===== src/rtl/rip_lsu.sv =====
// rip_lsu: load/store unit of the RIP core.
// Takes the registered ALU result as effective address for LB/LH/LW/LBU/LHU/
// SB/SH/SW, issues one request on the data-memory port, and returns extended
// load data. Misaligned accesses are reported as a fault and never reach memory.
//   clk, rst        clock, synchronous active-high reset
//   start, inst     operation valid (sampled in IDLE) and decoded instruction
//   addr, wdata     effective address and store source
//   busy, done      not-idle flag, one-cycle completion pulse
//   ld_data         extended load result (valid with done)
//   misaligned      fault flag (valid with done), fault_addr = offending address
//   mem             data-memory port (master side)
package rip_common;
  typedef struct packed {
    logic add;
    logic sub;
    logic lb;
    logic lh;
    logic lw;
    logic lbu;
    logic lhu;
    logic sb;
    logic sh;
    logic sw;
  } inst_t;
endpackage

module rip_lsu (
  input  logic              clk,
  input  logic              rst,
  input  logic              start,
  input  rip_common::inst_t inst,
  input  logic [31:0]       addr,
  input  logic [31:0]       wdata,
  output logic              busy,
  output logic              done,
  output logic [31:0]       ld_data,
  output logic              misaligned,
  output logic [31:0]       fault_addr,
  rip_lsu_if.master         mem
);

  typedef enum logic [1:0] {S_IDLE, S_REQ, S_WAIT, S_DONE} state_e;
  typedef enum logic [1:0] {SZ_B, SZ_H, SZ_W} size_e;

  state_e      state_q, state_d;
  size_e       size_q, size_d;
  logic        load_q, load_d;
  logic        uns_q, uns_d;
  logic [1:0]  off_q, off_d;
  logic        busy_q, busy_d;
  logic        done_q, done_d;
  logic        mis_q, mis_d;
  logic [31:0] ld_data_q, ld_data_d;
  logic [31:0] fault_q, fault_d;
  logic        req_q, req_d;
  logic        we_q, we_d;
  logic [31:0] maddr_q, maddr_d;
  logic [3:0]  be_q, be_d;
  logic [31:0] mwd_q, mwd_d;

  // Request decode from the incoming instruction
  logic [7:0]  ls_flags;
  logic        ls_one;
  logic        is_store;
  size_e       req_size;
  logic        req_aligned;
  logic [3:0]  req_be;
  logic [31:0] req_wd;
  logic [31:0] rd_shift;
  logic [31:0] rd_fmt;
  logic        unused_inst;

  assign unused_inst = inst.add ^ inst.sub;
  assign ls_flags = {inst.lb, inst.lh, inst.lw, inst.lbu, inst.lhu, inst.sb, inst.sh, inst.sw};
  assign ls_one   = ($countones(ls_flags) == 1);
  assign is_store = inst.sb | inst.sh | inst.sw;

  always_comb begin
    req_size    = SZ_W;
    req_aligned = (addr[1:0] == 2'b00);
    req_be      = 4'b1111;
    req_wd      = wdata;
    if (inst.lb || inst.lbu || inst.sb) begin
      req_size    = SZ_B;
      req_aligned = 1'b1;
      req_be      = 4'b0001 << addr[1:0];
      req_wd      = {4{wdata[7:0]}};
    end else if (inst.lh || inst.lhu || inst.sh) begin
      req_size    = SZ_H;
      req_aligned = ~addr[0];
      req_be      = 4'b0011 << addr[1:0];
      req_wd      = {2{wdata[15:0]}};
    end
  end

  // Response lane is selected by the latched byte offset
  assign rd_shift = mem.mem_rdata >> {off_q, 3'b000};

  always_comb begin
    case (size_q)
      SZ_B:    rd_fmt = uns_q ? {24'b0, rd_shift[7:0]}  : {{24{rd_shift[7]}}, rd_shift[7:0]};
      SZ_H:    rd_fmt = uns_q ? {16'b0, rd_shift[15:0]} : {{16{rd_shift[15]}}, rd_shift[15:0]};
      default: rd_fmt = rd_shift;
    endcase
  end

  always_comb begin
    state_d   = state_q;
    size_d    = size_q;
    load_d    = load_q;
    uns_d     = uns_q;
    off_d     = off_q;
    fault_d   = fault_q;
    we_d      = we_q;
    maddr_d   = maddr_q;
    be_d      = be_q;
    mwd_d     = mwd_q;
    done_d    = 1'b0;
    mis_d     = 1'b0;
    ld_data_d = '0;
    case (state_q)
      S_IDLE: begin
        if (start && ls_one) begin
          size_d = req_size;
          load_d = ~is_store;
          uns_d  = inst.lbu | inst.lhu;
          off_d  = addr[1:0];
          if (!req_aligned) begin
            state_d = S_DONE;
            done_d  = 1'b1;
            mis_d   = 1'b1;
            fault_d = addr;
          end else begin
            state_d = S_REQ;
            we_d    = is_store;
            maddr_d = {addr[31:2], 2'b00};
            be_d    = req_be;
            mwd_d   = req_wd;
          end
        end
      end
      S_REQ: begin
        if (mem.mem_gnt) begin
          if (load_q) begin
            state_d = S_WAIT;
          end else begin
            state_d = S_DONE;
            done_d  = 1'b1;
          end
        end
      end
      S_WAIT: begin
        if (mem.mem_rvalid) begin
          state_d   = S_DONE;
          done_d    = 1'b1;
          ld_data_d = rd_fmt;
        end
      end
      default: state_d = S_IDLE;
    endcase
    // busy and mem_req are registered copies of where the FSM is heading
    busy_d = (state_d != S_IDLE);
    req_d  = (state_d == S_REQ);
  end

  always_ff @(posedge clk) begin
    if (rst) begin
      state_q   <= S_IDLE;
      size_q    <= SZ_B;
      load_q    <= 1'b0;
      uns_q     <= 1'b0;
      off_q     <= '0;
      busy_q    <= 1'b0;
      done_q    <= 1'b0;
      mis_q     <= 1'b0;
      ld_data_q <= '0;
      fault_q   <= '0;
      req_q     <= 1'b0;
      we_q      <= 1'b0;
      maddr_q   <= '0;
      be_q      <= '0;
      mwd_q     <= '0;
    end else begin
      state_q   <= state_d;
      size_q    <= size_d;
      load_q    <= load_d;
      uns_q     <= uns_d;
      off_q     <= off_d;
      busy_q    <= busy_d;
      done_q    <= done_d;
      mis_q     <= mis_d;
      ld_data_q <= ld_data_d;
      fault_q   <= fault_d;
      req_q     <= req_d;
      we_q      <= we_d;
      maddr_q   <= maddr_d;
      be_q      <= be_d;
      mwd_q     <= mwd_d;
    end
  end

  assign busy          = busy_q;
  assign done          = done_q;
  assign ld_data       = ld_data_q;
  assign misaligned    = mis_q;
  assign fault_addr    = fault_q;
  assign mem.mem_req   = req_q;
  assign mem.mem_we    = we_q;
  assign mem.mem_addr  = maddr_q;
  assign mem.mem_be    = be_q;
  assign mem.mem_wdata = mwd_q;

endmodule

===== src/rtl/rip_lsu_if.sv =====
// rip_lsu_if: single-outstanding data-memory port between the RIP load/store
// unit and the data memory.
//   master (LSU):    drives mem_req, mem_we, mem_addr, mem_be, mem_wdata;
//                    receives mem_gnt, mem_rvalid, mem_rdata.
//   slave  (memory): the mirror image.
interface rip_lsu_if;
  logic        mem_req;
  logic        mem_we;
  logic [31:0] mem_addr;
  logic [3:0]  mem_be;
  logic [31:0] mem_wdata;
  logic        mem_gnt;
  logic        mem_rvalid;
  logic [31:0] mem_rdata;

  modport master (
    output mem_req, mem_we, mem_addr, mem_be, mem_wdata,
    input  mem_gnt, mem_rvalid, mem_rdata
  );

  modport slave (
    input  mem_req, mem_we, mem_addr, mem_be, mem_wdata,
    output mem_gnt, mem_rvalid, mem_rdata
  );
endinterface


===== src/flat_wrapper.sv =====
// flat-port wrapper written by rule: the top's interface ports become plain ports
module rip_lsu_flat 
  (clk, rst, start, inst, addr, wdata, busy, done, ld_data, misaligned, fault_addr, mem_mem_req, mem_mem_we, mem_mem_addr, mem_mem_be, mem_mem_wdata, mem_mem_gnt, mem_mem_rvalid, mem_mem_rdata);
  rip_lsu_if mem_i ();
  input  logic clk;
  input  logic rst;
  input  logic start;
  input  rip_common::inst_t inst;
  input  logic [31:0] addr;
  input  logic [31:0] wdata;
  output logic busy;
  output logic done;
  output logic [31:0] ld_data;
  output logic misaligned;
  output logic [31:0] fault_addr;
  output wire logic [$bits(mem_i.mem_req)-1:0] mem_mem_req;
  output wire logic [$bits(mem_i.mem_we)-1:0] mem_mem_we;
  output wire logic [$bits(mem_i.mem_addr)-1:0] mem_mem_addr;
  output wire logic [$bits(mem_i.mem_be)-1:0] mem_mem_be;
  output wire logic [$bits(mem_i.mem_wdata)-1:0] mem_mem_wdata;
  input wire logic [$bits(mem_i.mem_gnt)-1:0] mem_mem_gnt;
  input wire logic [$bits(mem_i.mem_rvalid)-1:0] mem_mem_rvalid;
  input wire logic [$bits(mem_i.mem_rdata)-1:0] mem_mem_rdata;
  assign mem_mem_req = mem_i.mem_req;
  assign mem_mem_we = mem_i.mem_we;
  assign mem_mem_addr = mem_i.mem_addr;
  assign mem_mem_be = mem_i.mem_be;
  assign mem_mem_wdata = mem_i.mem_wdata;
  assign mem_i.mem_gnt = mem_mem_gnt;
  assign mem_i.mem_rvalid = mem_mem_rvalid;
  assign mem_i.mem_rdata = mem_mem_rdata;
  rip_lsu u_core (.clk(clk), .rst(rst), .start(start), .inst(inst), .addr(addr), .wdata(wdata), .busy(busy), .done(done), .ld_data(ld_data), .misaligned(misaligned), .fault_addr(fault_addr), .mem(mem_i));
endmodule

===== config.mk =====
export PLATFORM = sky130hd
export DESIGN_NAME = rip_lsu_flat
export DESIGN_NICKNAME = d
export VERILOG_FILES = /design/src/rtl/rip_lsu.sv /design/src/rtl/rip_lsu_if.sv /design/src/flat_wrapper.sv
export SDC_FILE = /design/constraint.sdc
export NUM_CORES = 1
export LEC_CHECK = 0
export CAP_MARGIN = 20
export CORE_MARGIN = 4
export CORE_UTILIZATION = 43
export CTS_BUF_LIST = sky130_fd_sc_hd__clkbuf_8
export CTS_CLUSTER_DIAMETER = 200
export CTS_CLUSTER_SIZE = 12
export DETAILED_ROUTE_END_ITERATION = 8
export DONT_BUFFER_PORTS = 1
export GPL_TIMING_DRIVEN = 0
export MAX_ROUTING_LAYER = met4
export PLACE_DENSITY = 0.65
export SLEW_MARGIN = 20
export SYNTH_ARGS = -nofsm -noshare
export SYNTH_HDL_FRONTEND = slang
export SYNTH_SLANG_ARGS = --single-unit
export TNS_END_PERCENT = 100

===== constraint.sdc =====
create_clock -name clk -period 6.65 [get_ports clk]
set_clock_uncertainty 0.15 [all_clocks]
set_input_delay 1.33 -clock clk [delete_from_list [all_inputs] [get_ports clk]]
set_output_delay 1.33 -clock clk [all_outputs]
set_load 0.1 [all_outputs]

## Yosys cells after proc, flatten, opt, wreduce, memory -nomap -nowiden

Cells that the tools add are included.

| word-level totals | value |
|---|---|
| register bits | 143 |
| input bits | 111 |
| output and inout port bits | 137 |
| logic and storage cells | 76 |

| operators by class | value |
|---|---|
| add/subtract/negate cells | 7 |
| eq/ne operators | 5 |
| shifts and indexed selects | 3 |
| multiplexer cells | 23 |
| bitwise gates (word level) | 9 |
| reduce and logical (&&, ||, !) cells | 14 |

Operator list:

| cell | count |
|---|---|
| 2-to-1 mux 32 bit | 4 |
| adder 32 bit | 3 |
| one-hot mux 32 bit (2 select lines) | 1 |
| equality test 32 x 2 -> 1 bit, second input constant | 1 |
| right shift 32 x 5 -> 32 bit | 1 |
| 2-to-1 mux 2 bit | 6 |
| adder 1 x 1 -> 2 bit | 4 |
| 2-to-1 mux 1 bit | 8 |
| 2-to-1 mux 4 bit | 2 |
| equality test 2 x 1 -> 1 bit, second input constant | 3 |
| logical NOT 2 bit | 3 |
| NOT 1 bit | 6 |
| one-hot mux 2 bit (3 select lines) | 1 |
| AND reduction 3 bit | 2 |
| logical OR 1 bit | 4 |
| << shifter 1 x 2 -> 4 bit, first input constant | 1 |
| << shifter 2 x 2 -> 4 bit, first input constant | 1 |
| OR 1 bit | 3 |
| one-hot mux 1 bit (3 select lines) | 1 |
| OR reduction 3 bit | 1 |
| equality test 2 bit, second input constant | 1 |
| AND reduction 2 bit | 1 |
| nonzero test 2 bit | 1 |
| OR reduction 2 bit | 1 |
| logical AND 1 bit | 1 |

## Logic depth before layout (Yosys ltp)

| logic depth | value |
|---|---|
| depth after elaboration | 8 |
| mapped depth | 14 |
| mapped depth without buffers | 11 |

## Worst setup path before layout

Ideal clock, no wire load.

| timing | value |
|---|---|
| path kind | input to register |
| start point | input port inst[6] in the netlist's numbering |
| end point | register u_core.mwd_q[14] (netlist: u_core.mem.mem_wdata[14]) |
| setup time | 0.091 ns |
| arrival | 4.491 ns |
| required time | 6.409 ns |
| path slack | 1.918 ns |
| cell stages on the path | 13 |
| path buffers | 2 |
| path through | ha_1 -> fa_1 -> inv_1 -> fa_1 -> inv_1 -> ha_1 -> fa_1 -> nor4b_2 -> and3_1 -> buf_2 -> clkbuf_1 -> a21oi_1 -> a311oi_1 |

| between the ends | value |
|---|---|
| cells in the longest elaborated chain, start to end | 6 |
| elaborated cells between the ends (all ways) | 10 |
| those cells by class | add/sub (3); eq/ne (1); mux (2); reduce/logical (4) |

Ends and longest elaborated chain:

| element | RTL line | RTL |
|---|---|---|
| start: declaration | flat_wrapper.sv:8 | `input rip_common::inst_t inst;` |
| adder 1 x 1 -> 2 bit (not written as such) | rip_lsu.sv:75 | `assign ls_one = ($countones(ls_flags) == 1);` |
| adder 32 bit (not written as such) (2 in series) | rip_lsu.sv:75 |  |
| equality test 32 x 2 -> 1 bit | rip_lsu.sv:75 |  |
| logical AND 1 bit | rip_lsu.sv:123 | `if (start && ls_one) begin` |
| AND reduction 3 bit (no source line) * | n/a |  |
| end signal: assignment | rip_lsu.sv:198 | `mwd_q <= mwd_d;` |
| end: declaration | rip_lsu.sv:59 | `logic [31:0] mwd_q, mwd_d;` |

Every way passes the cells marked *; elsewhere a longest branch is shown, timed or not.
A chain may end at the register's enable or synchronous reset.

## Worst setup path after layout

| timing | value |
|---|---|
| start point | input port inst[6] in the netlist's numbering |
| end point | register u_core.mwd_q[22] (netlist: u_core.mem.mem_wdata[22]) |

| between the ends | value |
|---|---|
| cells in the longest elaborated chain, start to end | 6 |
| elaborated cells between the ends (all ways) | 12 |
| those cells by class | add/sub (3); eq/ne (1); mux (4); reduce/logical (4) |

Ends and longest elaborated chain:

| element | RTL line |
|---|---|
| adder 1 x 1 -> 2 bit (not written as such) | rip_lsu.sv:75 |
| adder 32 bit (not written as such) (2 in series) | rip_lsu.sv:75 |
| equality test 32 x 2 -> 1 bit | rip_lsu.sv:75 |
| logical AND 1 bit | rip_lsu.sv:123 |
| AND reduction 3 bit (no source line) | n/a |

Parallel ways exist; a longest one is shown, timed or not.

==> results_dict.tcl <==
set metrics [dict create \
    dr.first_iter.drc_count 348 \
    worst_ep_arrival_time_ns 5.00 \
    postRouteWirelength_mm 20.37 \
    max_slew_margin_pct 29.31 \
    ctsHoldBuffers 0 \
    avgRoutedWirePerCell_microns 21.61 \
    final_cells 943 \
    cts-resized-gates 0 \
    root_buffer "clkbuf_8" \
    netlist-cell-type-count 44 \
    coreArea_sq_mm 0.01404 \
    drv_cap 0 \
    ant_nets 0 \
    cts.reportedPaths.clkPinSlew_ns 0.07 \
    hold_viol_final 0 \
    fin_hold_ws_ns 0.3346 \
    drive_gt1_share_pct 9.567 \
    numPortBuffers 0 \
    post-dp-hpwl_mm 15.51 \
    grt_setup_unrepaired "no" \
    total_power_mw 2.327 \
    viasPerCell 6.004 \
    ys_seq_elements 143 \
    layout_setup_ws_ns 1.808 \
    synth_area_leader_cell "dfxtp_1" \
    syn_area_per_cell_sq_um 8.520 \
    syn-cell-area_sq_mm 0.006228 \
    async_flop_share_pct 0 \
    clock-sinks 143 \
    yosysSeqAreaShare_pct 45.96 \
    drt_first_pass_iters 5 \
    placedCellCount 912 \
    final_common_cell "dfxtp_1" \
    cts_tree "yes" \
    path_class "input pin to flip-flop" \
    cts_buffers 17 \
    ys.flop_type "dfxtp_1" \
    overflow 0 \
    num_vias 5662 \
    final_cell_mix "dfxtp_1 (143), a21oi_1 (131), nand3_1 (75)" \
    rr_worst_depth 5 \
    whs_path_depth 2 \
    pre_cts_slack_ns 1.368 \
    grt_max_degree 17 \
    cp.required_ns 6.81 \
    fmax_mhz 206.5 \
    hold_path.startpoint "u_core.load_q$_SDFFE_PP0P_" \
    clockBufferDepth 2 \
    period_share_pct 72.81 \
    power_density_mw_per_mm2 342.1 \
    yosys_warnings 0 \
    fp.dieW_microns 128.4 \
    antenna_found_initial 0 \
    synth_top_area_share_pct 45.96 \
    grt_use_total_pct 24.41 \
    area_delta_synth_final_pct 9.200 \
    finalMaxSlewViolations 0 \
    cp-end-kind "flip-flop" \
    critPathLaunch "inst[6]" \
    cts_setup_buffers 0 \
    grt_pass1_vias 5498 \
    irDropWorstVdd_mv 0.1563 \
    dieArea_sq_mm 0.01647 \
    fp-row-count 43 \
    start_util_pct 44.36 \
    synth_enable_flop_cells 0 \
    worstPathMaxFanout 10 \
    final_nets 876 \
    setup_tns_ns 0 \
    io_pins 248 \
    r2r_start "u_core.state_q[1]$_SDFF_PP0_" \
    setup_viol 0 \
    insertedDiodeCount 0 \
    status "finished, final reports clean" \
    gp_congestion 0.8956 \
    dieHeight_microns 128.4 \
    drcViolationCount 0 \
    netlist_instances 731 \
    htreeDepth 4 \
    yosys-top-cells-area "dfxtp_1 (46%), a21oi_1 (11%), nand3_1 (6.0%)" \
    worst_slew_pin_slew_ns 1.059 \
    grt_first_pass_wirelength_mm 30.36 \
    critPathLaunchType "input pin" \
    hold_class "flip-flop to flip-flop" \
    leakagePower_nw 2.388 \
    clock_latency_ns 0.45 \
    period_needed_ns 4.842 \
]
==> final timing paths <==
| check | end | slack (ns) |
|---|---|---|
| setup / recovery | u_core.mem.mem_wdata[22]$_SDFFE_PP0P_ | 1.81 |
| hold / removal | u_core.load_q$_SDFFE_PP0P_ | 0.33 |
| setup reg to reg | u_core.mem.mem_wdata[22]$_SDFFE_PP0P_ | 4.57 |
| hold reg to reg | u_core.load_q$_SDFFE_PP0P_ | 0.33 |
==> registers in the layout (all words and copies together) (netlist names), 2 cells and up <==
| signal | cells |
|---|---|
| u_core.fault_addr | 32 |
| u_core.ld_data | 32 |
| u_core.mem.mem_addr | 30 |
| u_core.mem.mem_be | 4 |
| u_core.mem.mem_wdata | 32 |
| u_core.off_q | 2 |
| u_core.size_q | 2 |
| u_core.state_q | 2 |
==> cell families after synthesis <==
| family | after synthesis | synth area share (%) |
|---|---|---|
| other | 1 | 0.06021 |
| buffers and inverters | 85 | 5.745 |
| adder cells (fa/ha/maj) | 14 | 3.295 |
| multiplexers | 26 | 4.379 |
| AND/OR/NAND/NOR | 192 | 15.25 |
| AO/OA/AOI/OAI | 270 | 25.31 |
| flip-flops | 143 | 45.96 |
==> synthesized netlist by cell type (2+ instances only) <==
library cell,instances
mux2_2,10
dfxtp_1,143
nor2_1,16
mux2i_1,16
o2bb2ai_1,8
buf_4,4
buf_2,19
ha_1,10
o21ai_0,74
or3_1,5
fa_1,4
a211oi_1,23
clkbuf_1,44
buf_1,7
nor3_1,5
o22ai_2,8
nand2b_1,10
and2_1,7
o21ai_1,7
nand2_1,53
nand3_1,75
and3_1,2
a311oi_1,8
a21oi_1,131
inv_1,11
o2111ai_1,3
nor2b_1,11
==> routing by layer <==
layer / vias to the layer above / GRT usage, % / routed length [microns]
met1: 2711 / 27.24 / 7758
met5: - / - / 0
met3: 41 / 10.83 / 2355
met4: 0 / 8.739 / 441
li1: 2650 / - / -
met2: 260 / 38.77 / 9819
==> where the power goes <==
part	leakage [nW]	internal (mW)	switching, mW
combinational	1.04	0.117	0.221
sequential	1.16	0.917	0.450
clock	0.195	0.302	0.319
==> metrics by stage <==
step	util (%)	instance area (sq um)
6_report	48.44	6802
5_1_grt	48.44	6802
4_1_cts	48.44	6802
3_5_place_dp	45.99	6457
3_3_place_gp	45.99	6457
2_1_floorplan	-	6232
==> worst max-delay path: stages <==
cell and delay [ns]:
ha_1 0.21, fa_1 0.54, inv_1 0.06, fa_1 0.54, inv_1 0.05, ha_1 0.20, fa_1 0.45, nor4b_2 0.30
nand3_1 0.50, nor2_2 0.43, buf_2 0.29, a211oi_1 0.11
==> final cells by class <==
| class | instances | area (sq um) |
|---|---|---|
| Fill cell | 1370 | 7241 |
| Buffer | 74 | 316.6 |
| Clock buffer | 19 | 261.5 |
| Inverter | 11 | 41.29 |
| Clock inverter | 12 | 82.58 |
| Tap cell | 180 | 225.2 |
| Sequential cell | 143 | 2863 |
| Multi-Input combinational cell | 504 | 3012 |
Note: power is estimated with default switching activity, not from simulation.
